`config.mk`:
```
export PLATFORM = sky130hd
export DESIGN_NAME = regfile_write_arbiter_flat
export DESIGN_NICKNAME = d
export VERILOG_FILES = /design/src/rtl/regfile_write_arbiter_if.sv /design/src/rtl/regfile_write_arbiter.sv /design/src/flat_wrapper.sv
export SDC_FILE = /design/constraint.sdc
export NUM_CORES = 1
export LEC_CHECK = 0
export ABC_AREA = 1
export BUFFER_PORTS_ARGS = -buffer_cell sky130_fd_sc_hd__buf_4
export CORE_UTILIZATION = 51
export DETAILED_ROUTE_END_ITERATION = 8
export PLACE_DENSITY = 0.89
export SLEW_MARGIN = 20
export SYNTH_ARGS = -nofsm -noshare
export SYNTH_HDL_FRONTEND = slang
export SYNTH_SLANG_ARGS = --single-unit
```
`constraint.sdc`:
```
create_clock -name clock -period 2.5 [get_ports clock]
set_clock_uncertainty 0.2 [all_clocks]
set_input_delay 0.75 -clock clock [delete_from_list [all_inputs] [get_ports clock]]
set_output_delay 0.75 -clock clock [all_outputs]
set_load 0.02 [all_outputs]
```
`src/rtl/regfile_write_arbiter_if.sv`:
```
// Write-port bundle between the two writeback sources, the arbiter and the register bank.
// The master modport drives the requests and hold; the slave (arbiter) drives grants and the bank side.
interface regfile_write_arbiter_if #(
  parameter int DATA_W = 8,
  parameter int ADDR_W = 3
);
  logic                   hold;
  logic                   req0;
  logic [ADDR_W-1:0]      addr0;
  logic [DATA_W-1:0]      data0;
  logic                   gnt0;
  logic                   req1;
  logic [ADDR_W-1:0]      addr1;
  logic [DATA_W-1:0]      data1;
  logic                   gnt1;
  logic                   RegWrite;
  logic [ADDR_W-1:0]      EscReg;
  logic [DATA_W-1:0]      WriteData;
  logic [(2**ADDR_W)-1:0] busy;
  logic [7:0]             wr_count;

  modport master (
    output hold, req0, addr0, data0, req1, addr1, data1,
    input  gnt0, gnt1, RegWrite, EscReg, WriteData, busy, wr_count
  );

  modport slave (
    input  hold, req0, addr0, data0, req1, addr1, data1,
    output gnt0, gnt1, RegWrite, EscReg, WriteData, busy, wr_count
  );
endinterface

```
`src/rtl/regfile_write_arbiter.sv`:
```
// Round-robin arbiter for the register bank write port; grants are combinational, bank write is registered (1 cycle).
// Backpressure: requesters hold req until gnt; hold=1 blocks all grants while the output stage still drains.
module regfile_write_arbiter #(
  parameter int DATA_W = 8,
  parameter int ADDR_W = 3
) (
  input  logic                    clock,
  input  logic                    reset,
  regfile_write_arbiter_if.slave  bus
);
  localparam int NREG = 2**ADDR_W;

  logic              r_ptr;
  logic              r_we;
  logic [ADDR_W-1:0] r_esc;
  logic [DATA_W-1:0] r_wd;
  logic [7:0]        r_cnt;

  logic              w_gnt0;
  logic              w_gnt1;
  logic              w_any;
  logic [ADDR_W-1:0] w_addr;
  logic [DATA_W-1:0] w_data;
  logic [NREG-1:0]   w_busy;

  // Grants are masked during reset so no transfer can be claimed while state is being cleared.
  always_comb begin
    w_gnt0 = 1'b0;
    w_gnt1 = 1'b0;
    if (!reset && !bus.hold) begin
      if (bus.req0 && (!bus.req1 || !r_ptr))
        w_gnt0 = 1'b1;
      else if (bus.req1)
        w_gnt1 = 1'b1;
    end
    w_any  = w_gnt0 | w_gnt1;
    w_addr = w_gnt1 ? bus.addr1 : bus.addr0;
    w_data = w_gnt1 ? bus.data1 : bus.data0;
  end

  always_comb begin
    w_busy = '0;
    if (bus.req0)
      w_busy[bus.addr0] = 1'b1;
    if (bus.req1)
      w_busy[bus.addr1] = 1'b1;
    if (r_we)
      w_busy[r_esc] = 1'b1;
    w_busy[0] = 1'b0;
  end

  always_ff @(posedge clock or posedge reset) begin
    if (reset) begin
      r_ptr <= 1'b0;
      r_we  <= 1'b0;
      r_esc <= '0;
      r_wd  <= '0;
      r_cnt <= 8'd0;
    end else begin
      if (w_any) begin
        // Pointer moves to the loser so continuous contention alternates.
        r_ptr <= w_gnt0;
        r_esc <= w_addr;
        r_wd  <= w_data;
        r_we  <= (w_addr != '0);
      end else begin
        r_we  <= 1'b0;
      end
      if (r_we)
        r_cnt <= r_cnt + 8'd1;
    end
  end

  assign bus.gnt0      = w_gnt0;
  assign bus.gnt1      = w_gnt1;
  assign bus.RegWrite  = r_we;
  assign bus.EscReg    = r_esc;
  assign bus.WriteData = r_wd;
  assign bus.busy      = w_busy;
  assign bus.wr_count  = r_cnt;
endmodule

```
`src/flat_wrapper.sv`:
```
// flat-port wrapper written by rule: the top's interface ports become plain ports
module regfile_write_arbiter_flat 
#(
  parameter int DATA_W = 8,
  parameter int ADDR_W = 3
)
  (clock, reset, bus_hold, bus_req0, bus_addr0, bus_data0, bus_req1, bus_addr1, bus_data1, bus_gnt0, bus_gnt1, bus_RegWrite, bus_EscReg, bus_WriteData, bus_busy, bus_wr_count);
  regfile_write_arbiter_if #(.DATA_W(DATA_W), .ADDR_W(ADDR_W)) bus_i ();
  input  logic clock;
  input  logic reset;
  input wire logic [$bits(bus_i.hold)-1:0] bus_hold;
  input wire logic [$bits(bus_i.req0)-1:0] bus_req0;
  input wire logic [$bits(bus_i.addr0)-1:0] bus_addr0;
  input wire logic [$bits(bus_i.data0)-1:0] bus_data0;
  input wire logic [$bits(bus_i.req1)-1:0] bus_req1;
  input wire logic [$bits(bus_i.addr1)-1:0] bus_addr1;
  input wire logic [$bits(bus_i.data1)-1:0] bus_data1;
  output wire logic [$bits(bus_i.gnt0)-1:0] bus_gnt0;
  output wire logic [$bits(bus_i.gnt1)-1:0] bus_gnt1;
  output wire logic [$bits(bus_i.RegWrite)-1:0] bus_RegWrite;
  output wire logic [$bits(bus_i.EscReg)-1:0] bus_EscReg;
  output wire logic [$bits(bus_i.WriteData)-1:0] bus_WriteData;
  output wire logic [$bits(bus_i.busy)-1:0] bus_busy;
  output wire logic [$bits(bus_i.wr_count)-1:0] bus_wr_count;
  assign bus_i.hold = bus_hold;
  assign bus_i.req0 = bus_req0;
  assign bus_i.addr0 = bus_addr0;
  assign bus_i.data0 = bus_data0;
  assign bus_i.req1 = bus_req1;
  assign bus_i.addr1 = bus_addr1;
  assign bus_i.data1 = bus_data1;
  assign bus_gnt0 = bus_i.gnt0;
  assign bus_gnt1 = bus_i.gnt1;
  assign bus_RegWrite = bus_i.RegWrite;
  assign bus_EscReg = bus_i.EscReg;
  assign bus_WriteData = bus_i.WriteData;
  assign bus_busy = bus_i.busy;
  assign bus_wr_count = bus_i.wr_count;
  regfile_write_arbiter #(.DATA_W(DATA_W), .ADDR_W(ADDR_W)) u_core (.clock(clock), .reset(reset), .bus(bus_i));
endmodule
```
; Yosys cells after proc, flatten, opt, wreduce, memory -nomap -nowiden
; Index checks and enable logic that the tools add are counted.
[word_totals]
memories = 0
ramBits = 0
ff_bits = 21
romBits = 0
output_inout_bits = 30
inputBits = 27
latch_bits = 0
[op_classes]
n_lt_le_gt_ge = 6
addsub = 1
eq_ne = 0
mux = 17
n_shift = 0
n_mul = 0
div = 0
n_reduce_logical = 11
bitwise = 3
[op_table]
columns = operator, count
row1 = 2-to-1 mux 8 bit, 4
row2 = OR 8 bit, 2
row3 = "< comparator 3 x 4 -> 1 bit, second input constant", 3
row4 = demux 1 bit (select 3 bit), 3
row5 = "greater-or-equal comparator 3 x 1 -> 1 bit, second input constant", 3
row6 = 2-to-1 mux 1 bit, 9
row7 = "adder 8 x 1 -> 8 bit, second input constant", 1
row8 = logical AND 1 bit, 5
row9 = zero test 1 bit, 4
row10 = 2-to-1 mux 3 bit, 1
row11 = nonzero test 3 bit, 1
row12 = logical OR 1 bit, 1
row13 = OR 1 bit, 1

; Logic depth before layout (Yosys ltp)
; Gate-level depths: netlist (run 1).
[logic_depth]
ltp_word = 9
ltp_mapped = 8
depth_no_buf = 7

; Worst setup path after synthesis (run 1)
; No wires, ideal clock.
[synth_timing]
path_kind = input to output
startpoint = in bus_addr0[0]
endpoint = out bus_busy[2]
cell_stages = 3
arrival_time_ns = 1.759
setup_slack_ns = -0.209
path_buffers = 0
required_time_ns = 1.550
cell_sequence = inv_1 > nand2_1 > o311ai_0
[synth_between]
elab_chain_len = 9
[synth_rtl]
columns = item, line_no
row1 = start: declaration, flat_wrapper.sv:13  ; input wire logic [$bits(bus_i.addr0)-1:0] bus_addr0;
row2 = < comparator 3 x 4 -> 1 bit (implied by the code) or greater-or-equal comparator 3 x 1 -> 1 bit (tied branches), regfile_write_arbiter.sv:44  ; w_busy[bus.addr0] = 1'b1;
row3 = logical AND 1 bit (implied by the code), regfile_write_arbiter.sv:44
row4 = 2-to-1 mux 1 bit (implied by the code), regfile_write_arbiter.sv:44
row5 = demux 1 bit (select 3 bit) (*), --
row6 = 2-to-1 mux 8 bit (*), regfile_write_arbiter.sv:43  ; if (bus.req0)
row7 = OR 8 bit (no source line), --
row8 = 2-to-1 mux 8 bit (*), regfile_write_arbiter.sv:45  ; if (bus.req1)
row9 = OR 8 bit (no source line), --
row10 = 2-to-1 mux 8 bit (*), regfile_write_arbiter.sv:47  ; if (r_we)
row11 = end: declaration, flat_wrapper.sv:23  ; output wire logic [$bits(bus_i.busy)-1:0] bus_busy;
; Every way passes the cells marked *; elsewhere a longest branch is shown, timed or not.

; Worst setup path after layout (run 1)
[layout_timing]
startpoint = in bus_req0
endpoint = out bus_busy[3]
[layout_between]
elab_chain_len = 5
[layout_rtl]
columns = item, line_no
row1 = start: declaration, flat_wrapper.sv:12  ; input wire logic [$bits(bus_i.req0)-1:0] bus_req0;
row2 = 2-to-1 mux 8 bit (*), regfile_write_arbiter.sv:43
row3 = OR 8 bit (no source line), --
row4 = 2-to-1 mux 8 bit (*), regfile_write_arbiter.sv:45
row5 = OR 8 bit (no source line), --
row6 = 2-to-1 mux 8 bit (*), regfile_write_arbiter.sv:47
; Marks and branches as above.

==> impl_metrics.toml, run 1 <==
[drt]
num_vias = 1345
drt_iter0_drc = 37
avgViaCountPerCell = 4.94
drtPass1Iterations = 4
total_wirelength_of_the_detailed_routed_design_um = 2970
remaining_drc_errors = 0
postRouteAntennaNets = 0
wl_per_cell_um = 10.9

[finish]
finalInstanceArea_um2 = 1830
layout-area-overhead-vs-synth_pct = 35.3
final_stage_net_count = 271
finalCoreUtilization_pct = 73.3
fin_cells = 272
diodes = 0
layout-drive-gt1-share_pct = 32.2

[floorplan]
die_width_um = 53.5
boundaryPins = 57
dieHeight_um = 53.5
row_count = 18
floorplan.initialDensity_pct = 54.2
die_area_um2 = 2870
core-area_um2 = 2500

[sta]
timing_max_transition_violations_final = 0
finalSetupViolCount = 0
layout_min_cycle_time_ps = 2410
fin_ws_ps = 88.4
timing.final.hold_violations = 0
final.hold.worst_slack_ps = 293
fin_crit_sh_pct = 96.5
unrepaired_setup_endpoints_after_global_routing = "no"
fmaxAchievable_mhz = 415
tns_ps = 0

[clock_tree]
post_cts_setup_driven_buffer_insertion_count = 0
clock_tree.buffer_depth = 2
cts_made_buffers = 3
clock-sinks = 21
cts.clk_slew.worst_paths_ps = 120
tritoncts = "yes"
clock_insertion_delay_worst_skew_ps = 290
cts.root.buffer_cell = "sky130_fd_sc_hd__clkbuf_4"
htree_num_levels = 1
cts_hold_repair.buffers = 0

[logic_synthesis]
area_contributors_post_synth = "sky130_fd_sc_hd__dfrtp_1, sky130_fd_sc_hd__nand2_1, sky130_fd_sc_hd__nand3_1, sky130_fd_sc_hd__inv_1, sky130_fd_sc_hd__nand2_4"
count_of_flip_flops_with_a_built_in_enable_after_synthesis = 0
synth_area_um2 = 1360
ys_warn_count = 0
postSynth.topFlopCell = "sky130_fd_sc_hd__dfrtp_1"
synth.most_common_cell = "sky130_fd_sc_hd__nand2_1"
synth_sequential_area_ratio_pct = 38.8
synth_top_cells_by_count = "sky130_fd_sc_hd__nand2_1, sky130_fd_sc_hd__inv_1, sky130_fd_sc_hd__nand3_1"
ys_ff_latch = 21
cell_taking_the_most_area_after_synthesis = "sky130_fd_sc_hd__dfrtp_1"
net_count_after_synthesis = 211
post_synth_inst_count = 183
post_synth_num_cell_types = 25
proportion_of_synthesized_flip_flops_having_asynchronous_set_or_reset_pct = 100
synth_area_per_cell_um2 = 7.40
synthDominantCellAreaShare_pct = 38.8

[outcome]
outcome = "complete, no violations"

[placed_design]
detailed_place.area_um2 = 1800
dp.cells = 268
place_congestion = 0.982
post_dp_hpwl_um = 2380
numPortBuffers = 55
placement.setup.worst_slack_ps = 88.8

[hold_path]
worstHoldPathType = "input port to asynchronous set/reset pin"

[pwr]
report.power.total_mw = 1.16
power.share.combinational_pct = 42.4
power.sequential.fraction_pct = 44.0
switching_share_pct = 39.9
share_clk_of_total_power_pct = 13.6
power_leakage_nw = 1.09
vdd_ir_drop_max_mv = 0.546
p_switching_uw = 464
p_int_uw = 698
power-per-cell-area_nw_per_um2 = 634

[setup_path]
crit_path_cell_trace = "buf_4, nand2_1, inv_1, a32oi_1, nand2_1, buf_4"
cp.arrival_ps = 1460
critical_path.startpoint_type = "input port"
critical_path_required_ps = 1550
crit_type = "input port to output port"
worst-path-max-fanout = 5
critPathSlowestCell = "sky130_fd_sc_hd__a32oi_1"
max_stage_delay_ps = 180
endpoint_kind = "output port"

[global_routing]
antenna_found_initial = 0
grt_usage_pct = 23.7
overflow = 0
grt_first_pass_wirelength_um = 5030
first_global_vias = 1179
maximum_number_of_pins_on_one_net_before_global_route_repair = 22

[job]
cap_viol_max_count = 0
cells in the final DEF, fill, tap and decap left out, drive strengths merged:
cell	count
a32oi	1
buf	60
clkbuf	3
clkinv	1
conb	1
dfrtp	21
ha	1
inv	38
nand2	55
nand3	35
nand4	3
nor2	8
nor3	1
o211ai	2
o21ai	2
o221ai	2
o311ai	2
xnor2	1
xor2	5
cell type report:
type | count | area [µm²]
Multi-Input combinational cell | 119 | 649
Sequential cell | 21 | 526
Timing Repair Buffer | 60 | 450
Tap cell | 30 | 37.5
Clock inverter | 1 | 5.00
Fill cell | 193 | 667
Clock buffer | 3 | 22.5
Inverter | 38 | 143
sequential cells by signal, indices dropped and copies added, names as in the netlist:
| signal | count |
|---|---|
| u_core.bus.EscReg | 3 |
| u_core.bus.RegWrite | 1 |
| u_core.bus.WriteData | 8 |
| u_core.r_ptr | 1 |
| u_core.bus.wr_count | 8 |
final timing paths:
kind / startpoint / to / slack (ps) / cells past startpoint
max: bus_req0 / bus_busy[3] / 90 / 6
min: reset / u_core.bus.wr_count[3]$_DFFE_PP0P_ / 290 / 3
max reg2reg: u_core.bus.wr_count[0]$_DFFE_PP0P_ / u_core.bus.wr_count[6]$_DFFE_PP0P_ / 1060 / 6
min reg2reg: u_core.bus.wr_count[7]$_DFFE_PP0P_ / u_core.bus.wr_count[7]$_DFFE_PP0P_ / 320 / 2
max in group asynchronous: reset / u_core.bus.wr_count[2]$_DFFE_PP0P_ / 1590 / 3
min in group clock: u_core.bus.wr_count[7]$_DFFE_PP0P_ / u_core.bus.wr_count[7]$_DFFE_PP0P_ / 320 / 2
metal layers:
metal / routed length (µm) / vias up / GRT usage, %
li1: - / 690 / -
met1: 1320 / 613 / 31.7
met2: 1510 / 42 / 41.5
met3: 146 / 0 / 4.52
met4: 0 / 0 / 1.32
met5: 0 / - / 0
power by group through the flow:
stage | clock network (mW) | registers [mW] | logic [mW]
2_1_floorplan | 0 | 0.598 | 0.186
3_3_place_gp | 0 | 0.514 | 0.479
3_5_place_dp | 0 | 0.518 | 0.497
4_1_cts | 0.161 | 0.512 | 0.497
5_1_grt | 0.180 | 0.526 | 0.543
6_report | 0.158 | 0.511 | 0.493
worst max-delay path: cells and delay by family:
kind | cells | cell delay, ps
buf+inv | 3 | 370
compound gates | 1 | 180
simple gates | 2 | 180
logic make-up after synthesis:
group / share of synthesized area, %
AOI/OAI and AO/OA: 5.36
xor gates and xnor gates: 3.88
adders and majority gates: 0.923
buffers and inverters: 13.9
DFF: 38.8
other: 0.277
and+or+nand+nor: 36.9
repair_timing:
| item | CTS | global route |
|---|---|---|
| hold endpoints to repair | 0 | 0 |
| resized for setup | 0 | 1 |
| setup endpoints to repair | 0 | 1 |
Power figures use the tool's default switching activity.
==> inputs of run 2 (changes only) <==
Settings changed: CORE_UTILIZATION 51 to 53, CTS_BUF_LIST set to sky130_fd_sc_hd__clkbuf_8, PLACE_DENSITY 0.89 to 0.92.
==> run 2 against run 1 <==
Clock power increased by 41%. Critical path depth unchanged. Sequential power about the same. Maximum frequency fell by 1.6%. Sequential share of layout area fell by 0.14 points. Non-clock buffer count unchanged. First-iteration DRC count rose by 2.7%. Via count up 3.6%. Die area fell by 3.6%. Flip-flop and latch count is the same.
==> impl_metrics.toml, run 2 (same netlist as run 1, synthesis figures left out) <==
[pwr]
vdd_ir_drop_max_mv = 0.670
p_switching_uw = 484
switching_share_pct = 39.3
power.sequential.fraction_pct = 41.7
power-per-cell-area_nw_per_um2 = 669
power.share.combinational_pct = 40.2
p_int_uw = 747
share_clk_of_total_power_pct = 18.1
power_leakage_nw = 1.09

[drt]
remaining_drc_errors = 0
num_vias = 1394
drtPass1Iterations = 4
postRouteAntennaNets = 0
drt_iter0_drc = 38
wl_per_cell_um = 12.2
total_wirelength_of_the_detailed_routed_design_um = 3300
avgViaCountPerCell = 5.16

[hold_path]
worstHoldPathType = "register to register"

[finish]
layout-drive-gt1-share_pct = 31.8
final_stage_net_count = 271
seq_area_um2 = 526
layout_commonest_cell = "sky130_fd_sc_hd__buf_4"
multiInputGateArea_um2 = 642
most-common-layout-cells = "sky130_fd_sc_hd__buf_4, sky130_fd_sc_hd__nand2_1, sky130_fd_sc_hd__inv_1"
diodes = 0
fin_cells = 270
layout-area-overhead-vs-synth_pct = 35.9
fillers = 157

[setup_path]
critical_path.startpoint_type = "input port"
critical_path_required_ps = 1550
crit_path_cell_trace = "buf_4, nand2_1, inv_1, a32oi_1, nand2_1, buf_4"
max_stage_delay_ps = 200
endpoint_kind = "output port"
cp.arrival_ps = 1500
crit_type = "input port to output port"
worst-path-max-fanout = 5
critPathSlowestCell = "sky130_fd_sc_hd__a32oi_1"

[clock_tree]
clock_tree.buffer_depth = 2
post_cts_setup_driven_buffer_insertion_count = 0
cts_resizes = 0
cts.root.buffer_cell = "sky130_fd_sc_hd__clkbuf_8"
cts.clk_slew.worst_paths_ps = 70
cts_hold_repair.buffers = 0
clock_insertion_delay_worst_skew_ps = 260
tritoncts = "yes"
clock-sinks = 21
cts_made_buffers = 3
htree_num_levels = 1

[sta]
timing_max_transition_violations_final = 0
tns_ps = 0
fin_crit_sh_pct = 98.1
layout_min_cycle_time_ps = 2450
timing.final.hold_violations = 0
finalSetupViolCount = 0
unrepaired_setup_endpoints_after_global_routing = "no"
final.hold.worst_slack_ps = 323
fmaxAchievable_mhz = 408

[global_routing]
overflow = 0
grt_first_pass_wirelength_um = 5530
maximum_number_of_pins_on_one_net_before_global_route_repair = 22
grt_usage_pct = 27.3
antenna_found_initial = 0
first_global_vias = 1254

[placed_design]
place_congestion = 0.901
post_dp_hpwl_um = 2500
numPortBuffers = 55
dp.cells = 266

[floorplan]
core-area_um2 = 2320
boundaryPins = 57
die_width_um = 52.6
dieHeight_um = 52.6
floorplan.initialDensity_pct = 58.4
row_count = 17
die_area_um2 = 2760

[outcome]
outcome = "complete, no violations"

[job]
cap_viol_max_count = 0
[run 2: cell types whose count changed in the layout (fill, tap and decap cells not counted)]
cell | before | now
sky130_fd_sc_hd__o311ai_2 | 1 | 0
sky130_fd_sc_hd__clkbuf_4 | 3 | 0
sky130_fd_sc_hd__o311ai_1 | 0 | 1
sky130_fd_sc_hd__clkbuf_8 | 0 | 3
[run 2: final timing paths]
kind                                                     startpoint                             endpoint  slack [ps]  cells past startpoint
worst max-delay path                                       bus_req0                          bus_busy[3]          50                      6
worst min-delay path            u_core.bus.WriteData[4]$_DFFE_PP0P_  u_core.bus.WriteData[4]$_DFFE_PP0P_         320                      2
worst max register to register   u_core.bus.wr_count[0]$_DFFE_PP0P_   u_core.bus.wr_count[6]$_DFFE_PP0P_        1100                      6
worst min register to register  u_core.bus.WriteData[4]$_DFFE_PP0P_  u_core.bus.WriteData[4]$_DFFE_PP0P_         320                      2
max in group asynchronous                                     reset  u_core.bus.WriteData[4]$_DFFE_PP0P_        1550                      3
min in group asynchronous                                     reset     u_core.bus.EscReg[1]$_DFFE_PP0P_         330                      3
[run 2: area by class of cell]
type,instances,area share (%)
multi-input cells,119,34.9
clock buffers,3,2.24
repair buffers,60,24.5
flip-flops and latches,21,28.5
inverters,38,7.74
clock inverters,1,0.272
well taps,28,1.90
[run 2: per-layer routing]
layer  up-vias  share of wire [%]  GRT usage [%]
li1        689                  -              -
met2        67                 50           45.4
met5         -                  0              0
met3         4                7.8           6.09
met4         0               0.97           5.70
met1       634                 41           36.3
[run 2: power by group through the flow]
stage / combinational (mW) / clock [mW] / sequential (mW)
6_report: 0.495 / 0.223 / 0.514
5_1_grt: 0.546 / 0.238 / 0.526
4_1_cts: 0.497 / 0.228 / 0.512
3_5_place_dp: 0.493 / 0 / 0.518
3_3_place_gp: 0.481 / 0 / 0.513
2_1_floorplan: 0.186 / 0 / 0.598
[run 2: stage by stage]
step / worst slack, ps / cell area [µm²] / total power, mW / util (%)
after floorplan: 35.6 / 1360 / 0.784 / -
after global placement: 77.6 / 1800 / 0.994 / 77.4
after detailed placement: 67.6 / 1800 / 1.01 / 77.4
after CTS: 67.2 / 1840 / 1.24 / 79.4
after global routing: 9.69 / 1840 / 1.31 / 79.4
final: 48.2 / 1840 / 1.23 / 79.4
[run 2: critical path: cells and delay by family]
family                 cells  cell delay [ps]
buffers and inverters      3              370
AOI/OAI and AO/OA          1              200
and+or+nand+nor            2              190
